**src/rtl/uart_bus_loader_if.sv**
```systemverilog
// Memory-bus signals between the UART loader (initiator) and the memory/peripheral side.
interface uart_bus_loader_if;
  logic [15:0] address;
  logic [31:0] w_data;
  logic        we;
  logic [31:0] r_data;

  modport master (output address, output w_data, output we, input r_data);
  modport slave  (input address, input w_data, input we, output r_data);
endinterface

```
**src/rtl/uart_bus_loader.sv**
```systemverilog
// UART-driven bus initiator: 8N1 RX/TX at 16x oversampling, command frames turn into
// single-cycle bus writes or bus reads whose word is returned MSB first over TX.
module uart_bus_loader #(
  parameter int CLKS_PER_TICK = 27,
  parameter int TIMEOUT_TICKS = 5120
) (
  input  logic                     clk,
  input  logic                     rst_n,
  input  logic                     i_Rx,
  output logic                     o_Tx,
  uart_bus_loader_if.master        bus,
  output logic                     busy,
  output logic                     frame_err
);
  localparam int TCW = (CLKS_PER_TICK > 1) ? $clog2(CLKS_PER_TICK) : 1;
  localparam int TOW = $clog2(TIMEOUT_TICKS + 1);
  localparam logic [7:0] CMD_W = 8'h57;
  localparam logic [7:0] CMD_R = 8'h52;
  localparam logic [7:0] ACK   = 8'h06;
  localparam logic [7:0] NAK   = 8'h15;

  // ---------------- oversampling tick ----------------
  logic [TCW-1:0] tick_cnt;
  logic           tick;
  assign tick = (tick_cnt == TCW'(CLKS_PER_TICK - 1));

  always_ff @(posedge clk or negedge rst_n)
    if (!rst_n)    tick_cnt <= '0;
    else if (tick) tick_cnt <= '0;
    else           tick_cnt <= tick_cnt + TCW'(1);

  // ---------------- receiver ----------------
  typedef enum logic [1:0] {RX_IDLE, RX_START, RX_DATA, RX_STOP} rx_state_t;
  rx_state_t   rx_state, rx_state_n;
  logic        rx_s1, rx_s2, rx_s3;
  logic [3:0]  rx_tck;
  logic [2:0]  rx_bit;
  logic [7:0]  rx_sh;
  logic        rx_done, rx_err, rx_mid;
  assign rx_mid = tick && (rx_tck == 4'd15);

  always_comb begin
    rx_state_n = rx_state;
    case (rx_state)
      RX_IDLE:  if (rx_s3 && !rx_s2) rx_state_n = RX_START;
      RX_START: if (tick && rx_tck == 4'd7) rx_state_n = rx_s2 ? RX_IDLE : RX_DATA;
      RX_DATA:  if (rx_mid && rx_bit == 3'd7) rx_state_n = RX_STOP;
      RX_STOP:  if (rx_mid) rx_state_n = RX_IDLE;
      default:  rx_state_n = RX_IDLE;
    endcase
  end

  always_ff @(posedge clk or negedge rst_n)
    if (!rst_n) begin
      rx_state <= RX_IDLE;
      {rx_s1, rx_s2, rx_s3} <= 3'b111;
      rx_tck <= '0; rx_bit <= '0; rx_sh <= '0;
      rx_done <= 1'b0; rx_err <= 1'b0;
    end else begin
      rx_state <= rx_state_n;
      rx_s1 <= i_Rx; rx_s2 <= rx_s1; rx_s3 <= rx_s2;
      rx_done <= (rx_state == RX_STOP) && rx_mid && rx_s2;
      rx_err  <= (rx_state == RX_STOP) && rx_mid && !rx_s2;
      // bit timing restarts from zero on every state change (start edge, mid start bit)
      if (rx_state != rx_state_n) rx_tck <= '0;
      else if (tick)              rx_tck <= rx_tck + 4'd1;
      if (rx_state == RX_IDLE) rx_bit <= '0;
      else if (rx_state == RX_DATA && rx_mid) begin
        rx_sh  <= {rx_s2, rx_sh[7:1]};
        rx_bit <= rx_bit + 3'd1;
      end
    end

  // ---------------- transmitter ----------------
  typedef enum logic {TX_IDLE, TX_BUSY} tx_state_t;
  tx_state_t  tx_state, tx_state_n;
  logic [8:0] tx_sh;
  logic [3:0] tx_tck, tx_bit;
  logic [7:0] tx_data;
  logic       tx_start, tx_done, tx_bit_end;
  assign tx_bit_end = tick && (tx_tck == 4'd15);

  always_comb begin
    tx_state_n = tx_state;
    case (tx_state)
      TX_IDLE: if (tx_start) tx_state_n = TX_BUSY;
      TX_BUSY: if (tx_bit_end && tx_bit == 4'd9) tx_state_n = TX_IDLE;
      default: tx_state_n = TX_IDLE;
    endcase
  end

  always_ff @(posedge clk or negedge rst_n)
    if (!rst_n) begin
      tx_state <= TX_IDLE;
      o_Tx <= 1'b1;
      tx_sh <= '1; tx_tck <= '0; tx_bit <= '0;
      tx_done <= 1'b0;
    end else begin
      tx_state <= tx_state_n;
      tx_done  <= (tx_state == TX_BUSY) && (tx_state_n == TX_IDLE);
      if (tx_state == TX_IDLE) begin
        if (tx_start) begin
          tx_sh <= {1'b1, tx_data};
          o_Tx <= 1'b0;
          tx_tck <= '0; tx_bit <= '0;
        end
      end else if (tick) begin
        tx_tck <= tx_tck + 4'd1;
        // bit 9 is the stop bit; the line is already high, just let it run out
        if (tx_tck == 4'd15 && tx_bit != 4'd9) begin
          o_Tx  <= tx_sh[0];
          tx_sh <= {1'b1, tx_sh[8:1]};
          tx_bit <= tx_bit + 4'd1;
        end
      end
    end

  // ---------------- frame FSM ----------------
  typedef enum logic [2:0] {F_IDLE, F_GET_AH, F_GET_AL, F_GET_D,
                            F_DO_WR, F_RD_ADDR, F_RD_CAP, F_SEND} f_state_t;
  f_state_t       f_state, f_state_n;
  logic [TOW-1:0] to_cnt;
  logic           in_get, timeout, is_wr, send_pend;
  logic [1:0]     d_cnt;
  logic [2:0]     bytes_left;
  logic [31:0]    tx_buf, wdata_q;
  logic [15:0]    addr_q;

  assign in_get   = f_state inside {F_GET_AH, F_GET_AL, F_GET_D};
  assign timeout  = in_get && tick && (to_cnt == TOW'(TIMEOUT_TICKS - 1));
  assign tx_data  = tx_buf[31:24];
  assign tx_start = (f_state == F_SEND) && send_pend && (tx_state == TX_IDLE);
  assign bus.we      = (f_state == F_DO_WR);
  assign bus.address = addr_q;
  assign bus.w_data  = wdata_q;

  always_comb begin
    f_state_n = f_state;
    case (f_state)
      F_IDLE:    if (rx_done) f_state_n = (rx_sh == CMD_W || rx_sh == CMD_R) ? F_GET_AH : F_SEND;
      F_GET_AH:  if (rx_done) f_state_n = F_GET_AL;
      F_GET_AL:  if (rx_done) f_state_n = is_wr ? F_GET_D : F_RD_ADDR;
      F_GET_D:   if (rx_done && d_cnt == 2'd3) f_state_n = F_DO_WR;
      F_DO_WR:   f_state_n = F_SEND;
      F_RD_ADDR: f_state_n = F_RD_CAP;
      F_RD_CAP:  f_state_n = F_SEND;
      F_SEND:    if (tx_done && bytes_left == 3'd1) f_state_n = F_IDLE;
      default:   f_state_n = F_IDLE;
    endcase
    // a broken or stalled byte stream abandons the frame being collected
    if (in_get && (timeout || rx_err)) f_state_n = F_IDLE;
  end

  always_ff @(posedge clk or negedge rst_n)
    if (!rst_n) begin
      f_state <= F_IDLE;
      busy <= 1'b0; frame_err <= 1'b0;
      to_cnt <= '0; is_wr <= 1'b0; d_cnt <= '0;
      tx_buf <= '0; bytes_left <= '0; send_pend <= 1'b0;
      addr_q <= '0; wdata_q <= '0;
    end else begin
      f_state   <= f_state_n;
      busy      <= (f_state_n != F_IDLE);
      frame_err <= rx_err | timeout;
      if (!in_get || rx_done) to_cnt <= '0;
      else if (tick)          to_cnt <= to_cnt + TOW'(1);
      case (f_state)
        F_IDLE: if (rx_done) begin
          is_wr <= (rx_sh == CMD_W);
          if (rx_sh != CMD_W && rx_sh != CMD_R) begin
            tx_buf <= {NAK, 24'h0}; bytes_left <= 3'd1; send_pend <= 1'b1;
          end
        end
        F_GET_AH: if (rx_done) addr_q[15:8] <= rx_sh;
        F_GET_AL: if (rx_done) begin addr_q[7:0] <= rx_sh; d_cnt <= '0; end
        F_GET_D:  if (rx_done) begin wdata_q <= {wdata_q[23:0], rx_sh}; d_cnt <= d_cnt + 2'd1; end
        F_DO_WR:  begin tx_buf <= {ACK, 24'h0}; bytes_left <= 3'd1; send_pend <= 1'b1; end
        F_RD_CAP: begin tx_buf <= bus.r_data; bytes_left <= 3'd4; send_pend <= 1'b1; end
        F_SEND: begin
          if (tx_start) send_pend <= 1'b0;
          if (tx_done) begin
            tx_buf     <= {tx_buf[23:0], 8'h00};
            bytes_left <= bytes_left - 3'd1;
            send_pend  <= (bytes_left != 3'd1);
          end
        end
        default: ;
      endcase
    end
endmodule

```
**src/flat_wrapper.sv**
```systemverilog
// flat-port wrapper written by rule: the top's interface ports become plain ports
module uart_bus_loader_flat 
#(
  parameter int CLKS_PER_TICK = 27,
  parameter int TIMEOUT_TICKS = 5120
)
  (clk, rst_n, i_Rx, o_Tx, busy, frame_err, bus_address, bus_w_data, bus_we, bus_r_data);
  uart_bus_loader_if bus_i ();
  input  logic clk;
  input  logic rst_n;
  input  logic i_Rx;
  output logic o_Tx;
  output logic busy;
  output logic frame_err;
  output wire logic [$bits(bus_i.address)-1:0] bus_address;
  output wire logic [$bits(bus_i.w_data)-1:0] bus_w_data;
  output wire logic [$bits(bus_i.we)-1:0] bus_we;
  input wire logic [$bits(bus_i.r_data)-1:0] bus_r_data;
  assign bus_address = bus_i.address;
  assign bus_w_data = bus_i.w_data;
  assign bus_we = bus_i.we;
  assign bus_i.r_data = bus_r_data;
  uart_bus_loader #(.CLKS_PER_TICK(CLKS_PER_TICK), .TIMEOUT_TICKS(TIMEOUT_TICKS)) u_core (.clk(clk), .rst_n(rst_n), .i_Rx(i_Rx), .o_Tx(o_Tx), .bus(bus_i), .busy(busy), .frame_err(frame_err));
endmodule
```
**config.mk**
```make
export PLATFORM = sky130hd
export DESIGN_NAME = uart_bus_loader_flat
export DESIGN_NICKNAME = d
export VERILOG_FILES = /design/src/rtl/uart_bus_loader_if.sv /design/src/rtl/uart_bus_loader.sv /design/src/flat_wrapper.sv
export SDC_FILE = /design/constraint.sdc
export NUM_CORES = 1
export LEC_CHECK = 0
export ABC_AREA = 1
export BUFFER_PORTS_ARGS = -buffer_cell sky130_fd_sc_hd__buf_2
export CAP_MARGIN = 5
export CORE_MARGIN = 2
export CORE_UTILIZATION = 62
export DETAILED_ROUTE_END_ITERATION = 10
export PLACE_DENSITY = 0.9
export SKIP_LAST_GASP = 1
export SYNTH_ARGS = -nofsm -noshare
export SYNTH_HDL_FRONTEND = slang
export SYNTH_SLANG_ARGS = --single-unit
```
**constraint.sdc**
```tcl
create_clock -name clk -period 3.8 [get_ports clk]
set_clock_uncertainty 0.05 [all_clocks]
set_input_delay 0.76 -clock clk [delete_from_list [all_inputs] [get_ports clk]]
set_output_delay 0.76 -clock clk [all_outputs]
set_load 0.01 [all_outputs]
```
# == Word level (Yosys, flattened, before mapping) ==
# Index checks and enable logic that the tools add are counted.
# op_classes
n_addsub,8
n_eq_ne,34
muxes,54
bitwise,4
n_reduce_logical,47
# op_table
operator,n
32-bit case mux with 4 select lines,1
32-bit 2-to-1 mux,3
3-bit 2-to-1 mux,13
9-bit 2-to-1 mux,4
4-bit 2-to-1 mux,8
13-bit 2-to-1 mux,2
3-bit case mux with 7 select lines,1
1-bit logical AND,20
8-bit by 7-bit == test with 1-bit output (second input constant),2
8-bit by 7-bit inequality test with 1-bit output (second input constant),2
3-bit == test (second input constant),5
2-bit 2-to-1 mux,7
13-bit by 1-bit adder with 13-bit output (second input constant),1
13-bit == test (second input constant),1
4-bit by 1-bit adder with 4-bit output (second input constant),3
4-bit == test (second input constant),3
2-bit by 1-bit inequality test with 1-bit output (second input constant),6
3-bit case mux with 4 select lines,1
2-bit AND reduction,6
2-bit nonzero test,5
1-bit 2-to-1 mux,9
3-bit nonzero test,3
2-bit case mux with 4 select lines,1
4-bit AND reduction,2
other kinds (27),38
# word_totals
register_bits,152
inputBits,35
out_inout_bits,52
word_cells,175

# == Logic depth before layout (Yosys ltp) ==
# depth
word_depth,8
ltp_mapped,11

# == Worst setup path before layout ==
# No wires, ideal clock.
# synth_timing
path_type,flip-flop to flip-flop
start,reg u_core.tick_cnt[0]
end,reg u_core.tx_sh[2]
setup_ns,0.061
arrival_ns,1.546
required_time_ns,3.689
setup_slack_ns,2.144
stages_incl_launch_ff,12
path_buffers,1
path_cell_list,dfrtp_1 -> inv_1 -> ha_1 -> nand2_1 -> nor2_4 -> nand2_4 -> nor2_2 -> nand3_2 -> nand2_2 -> buf_6 -> o211ai_1 -> nand2_1
# synth_via
elab_chain_cells,3
# synth_rtl
element,line,text
"start, declared",uart_bus_loader.sv:23,logic [TCW-1:0] tick_cnt;
"start signal, assigned",uart_bus_loader.sv:30,else tick_cnt <= tick_cnt + TCW'(1);
5-bit == test,uart_bus_loader.sv:25,assign tick = (tick_cnt == TCW'(CLKS_PER_TICK - 1));
2-bit by 1-bit inequality test with 1-bit output (no source line),--,
3-bit AND reduction (no source line),--,
"end signal, assigned",uart_bus_loader.sv:103,"tx_sh <= {1'b1, tx_data};"
"end signal, assigned",uart_bus_loader.sv:112,"tx_sh <= {1'b1, tx_sh[8:1]};"
"end, declared",uart_bus_loader.sv:77,logic [8:0] tx_sh;
# No other way between the ends.
# A chain may end at the register's enable or synchronous reset.

# == Worst setup path after layout ==
# layout_timing
start,reg u_core.f_state[0]
end,reg u_core.tx_buf[26]
# layout_via
elab_chain_cells,3
word_cells_on_any_way,10
# layout_rtl
element,line,text
"start, declared",uart_bus_loader.sv:121,"f_state_t f_state, f_state_n;"
"start signal, assigned",uart_bus_loader.sv:162,f_state <= f_state_n;
3-bit == test or 3-bit zero test (tied branches),uart_bus_loader.sv:167,case (f_state)
2-bit by 1-bit inequality test with 1-bit output (no source line) or 4-bit nonzero test (tied branches),--,
4-bit AND reduction (no source line),--,
"end signal, assigned",uart_bus_loader.sv:182,"tx_buf <= {tx_buf[23:0], 8'h00};"
"end, declared",uart_bus_loader.sv:126,"logic [31:0] tx_buf, wdata_q;"
# Several ways; a longest one is shown, not always the timed one.

==> results <==
- The flow ran to the end, and the final reports show no timing, DRC or antenna violations.
- The hold violation count in the final report is 0.
- In this run the worst setup path begins at u_core.f_state[0].
- The number of flops mapped to enable cells by yosys is 0.
- For this run, the total global-route usage over all layers was measured as 0.267.
- For this run, design rule violations remaining after detail routing come to 0.
- The maximum buffer depth of the clock tree is 2.
- In this run the worst path has a maximum fanout of 63.
- Counting flops with an async set or reset pin after synthesis yields a share of 1.00.
- The initial antenna violation count was 0.
- The clock tree synthesis step divided the H-tree into 4 levels.
- For this run, the top clock speed supported by timing is just under 400 MHz.
- The area growth from synthesis to layout is 16.0%.
- The post-cts resize count is 0.
- Measured along the x axis, the die boundary spans around 110 microns.
- After synthesis the cells add up to roughly 6700 sq um.
- The peak-usage layer in the global routing report is met2.
- Setup repair after global routing left no endpoint under its margin.
- The count of hold buffers inserted by post-cts repair is 0.
- For this run, the number of standard cells in the final layout without fillers is between 900 and 1000.
- The number of cells in the design after placement is 903.
- The number of different library cells in the post-synthesis netlist is 42.
- The routed layout has ~5400 vias.
- TritonCTS built the clock tree.
- Broken down by cell family, the worst path's largest delay share belongs to simple AND/OR/NAND/NOR gates.
- The final layout contains routed wiring with a total length of approximately 15 mm.
- The floorplan step defined a die boundary enclosing between 10000 and 15000 sq um.
- The met2 capacity usage during global routing is 0.455.
- In this run the tightest slew margin relative to its limit is 0.268.
- The CTS clock-pin slew for the worst setup and hold paths is about 0.06 ns.
- The clock buffer count from CTS is 17.
- The static leakage is slightly below 4 nW.
- The path type of the worst min-delay path is primary input to asynchronous set/reset pin.
- The number of antenna diodes in the final layout is 0.
- The count of input and output buffers is 86.
- The number of global-route vias before repair is approximately 5300.
- 87 I/O pins were placed.
- The global routing usage on met1 is 0.335.
- The total count of max-transition violations in the final report came to 0.
- The source-to-sink clock delay at the later pin of the worst-skew pair is approximately 0.54 ns.
- Once detailed placement completed, the half-perimeter wirelength came to around 9.6 mm.
- Setup total negative slack on the finished layout was measured at 0 ns.
- The signal on the critical path passes through nand2_2 -> nor2_4 -> inv_2 -> o21ai_1 -> nand3b_4 -> nand2_1 -> o21ai_1.
- The warning count from the yosys run is 0.
- The placed standard-cell area is around 7000 sq um.
- The fraction of synthesized cell area taken by the top area cell type is 0.520.
- After detailed routing, the number of vias per cell comes to between 5 and 6.
- Of the cells placed in the final design, the portion with a size suffix greater than 1 is 0.221.
- In this run the vertical extent of the chip is between 100 and 150 microns.
- The global routing met3 resource utilization is 0.0557.
- Ranked by total cell area, the synthesized netlist is headed by dfrtp_1 52%, nand2_1 9.9%, dfstp_2 4.7%, o21ai_0 4.0%, mux2_2 3.9%.
- The sequential-to-total area share from yosys stat is 0.567.
- The endpoint required time on the critical path is 4.17 ns.
- The worst setup path is launched from a flop.
- Dividing the final minimum period by the clock period gives 0.674.
- The largest individual stage delay along the critical path comes from the cell nand3b_4.
- The startpoint identified for the worst register-to-register timing path is u_core.f_state[0].
- The violation count after the first detailed-routing iteration is around 430.
- The starting density of the core is 0.642.
- STA classifies the critical path endpoint as a flop.
- The number of inserted filler cells in the final layout is 639.
- dfrtp_1 takes more of the synthesized area than any other cell.
- In this run the post-CTS setup repair buffer count came out at 0.
- The setup-violating endpoint count in the final report is 0.
- Entering global routing, the biggest net connects roughly 80 pins.
- The routability congestion estimate from global placement is about 0.90.
- For this run, the detailed router's first-pass iteration total came to 6.
- In the final design database the tool counted around 830 nets.
- The prevailing post-synth register cell is dfrtp_1.
- Once layout is done, the placed cells without fillers occupy 7760 sq um.
- CTS placed an instance of clkbuf_8 at the clock tree root.
- For the pin with the worst max-slew slack, the measured transition is ~1.1 ns.
- Counting flops and latches in the post-synthesis netlist gives around 150.
- The mean post-synth cell area is 9.52 sq um.
- The worst stage delay on the critical path is about 0.57 ns.
- The total power density per cell area is between 400 and 500 nW/um^2.
- The buffer and inverter count on the worst path is 1.
- The number of violations of the max-capacitance limit is 0.
- The placeable core area is approximately 10000 sq um.
- The gate count after technology mapping is 703.
- The final critical delay including setup and external delays is roughly 2.6 ns.
- The critical path's most frequent cell is o21ai_1.
- At the worst endpoint, the arrival time is approximately 3 ns.
- The number of nets with antenna violations after detailed routing is 0.
- When the netlist entered floorplanning its net count stood at 750.
- The placement row count is 37.
- After detailed routing, the average wire length per cell comes to between 15 and 20 microns.
- The largest voltage drop on the vdd net is 0.399 mV.
- The critical path is of the flop to flop type.
- The TritonCTS sink count is roughly 150.
- The post-placement setup slack is 1.37 ns.
- Once routing completed, OpenROAD measured the worst setup slack at ~1.2 ns.
- The wire length of the first global-routing pass is ~24 mm.
- The total global routing overflow is 0.
-- sequential cells by signal, summed over array words and instances (netlist names), 2 cells and up --
| register | flops |
|---|---|
| u_core.f_state | 3 |
| u_core.bus.address | 16 |
| u_core.bytes_left | 3 |
| u_core.tick_cnt | 5 |
| u_core.rx_sh | 8 |
| u_core.bus.w_data | 32 |
| u_core.to_cnt | 13 |
| u_core.rx_tck | 4 |
| u_core.tx_buf | 32 |
| u_core.tx_sh | 8 |
| u_core.tx_bit | 4 |
| u_core.rx_state | 2 |
| u_core.d_cnt | 2 |
| u_core.rx_bit | 3 |
| u_core.tx_tck | 4 |
-- final timing paths --
check                           cells past startpoint  slack (ns)                end
worst max-delay path                                7        1.24  u_core.tx_buf[26]
worst min-delay path                                1        0.19   u_core.rx_tck[0]
worst max register to register                      7        1.24  u_core.tx_buf[26]
worst min register to register                      0        0.31       u_core.rx_s2
max in group asynchronous                           2        2.69       u_core.rx_s2
min in group clk                                    1        0.27       u_core.rx_s1
-- worst reg2reg max path: cells and delay by family (launching register included) --
| family | cells | cell delay [ns] |
|---|---|---|
| compound gates | 2 | 0.36 |
| buf+inv | 1 | 0.16 |
| flops | 1 | 0.48 |
| simple gates | 4 | 1.41 |
-- cells in the final DEF, fill, tap and decap left out, types with 2 or more instances in the layout --
master,count
o22ai_1,2
clkbuf_8,2
nor2_1,46
nand4_1,10
buf_2,85
o21ai_0,54
nor2_2,3
mux2_2,23
dfrtp_1,139
nor3_1,6
nand2_1,176
o211ai_1,6
mux2i_1,2
o21ai_1,30
dfstp_2,12
inv_2,2
clkinv_4,2
nor2_4,3
ha_1,12
xor2_1,9
nand3_1,28
inv_1,56
a221oi_1,3
clkinvlp_4,6
nand2_2,2
clkbuf_16,16
or2_2,8
inv_6,5
a21oi_1,13
a22oi_1,20
-- where the power goes --
| part | switching (mW) | internal, mW |
|---|---|---|
| registers | 0.00411 | 1.61 |
| clock network | 0.701 | 0.835 |
| logic | 0.0461 | 0.0185 |
-- synth_stat cells (all sizes together) (12+ instances only) --
cell / n
nand2: 179
a21oi: 13
dfrtp: 139
nor2: 52
inv: 58
nand3: 29
o21ai: 84
a22oi: 20
ha: 12
buf: 14
mux2: 24
dfstp: 12
-- cell type report --
cell class              count  area, sq um  share of cell area
flip-flops and latches    151         3790               0.489
repair buffers             89          492              0.0634
multi-input cells         470         2540               0.327
clock buffers              18          428              0.0552
inverters                  58          218              0.0281
well taps                 136          170              0.0219
clock inverters            14          118              0.0152
-- cells by family (layout without fill, tap and decap cells) --
family                     count (synthesis)  in the layout  synth area share
AOI/OAI and AO/OA                        132            132             0.112
xor gates and xnor gates                  10             10            0.0131
adders and majority gates                 12             12            0.0224
buffers and inverters                     82            179            0.0539
DFF                                      151            151             0.567
muxes                                     26             26            0.0434
and+or+nand+nor                          290            290             0.188
-- through the flow --
| stage | utilization | hold WS [ns] | power, mW |
|---|---|---|---|
| 2_1_floorplan | - | 0.295 | 1.66 |
| 3_3_place_gp | 0.690 | 0.297 | 1.71 |
| 3_5_place_dp | 0.690 | 0.297 | 1.71 |
| 4_1_cts | 0.742 | 0.219 | 3.23 |
| 5_1_grt | 0.745 | 0.256 | 3.31 |
| 6_report | 0.745 | 0.194 | 3.22 |
-- routing by layer --
layer  share of wire  vias to the layer above
li1                -                     2513
met1            0.41                     2613
met2            0.52                      201
met3           0.048                       43
met4           0.022                        0
met5               0                        -
Note: power is estimated with default switching activity, not from simulation.
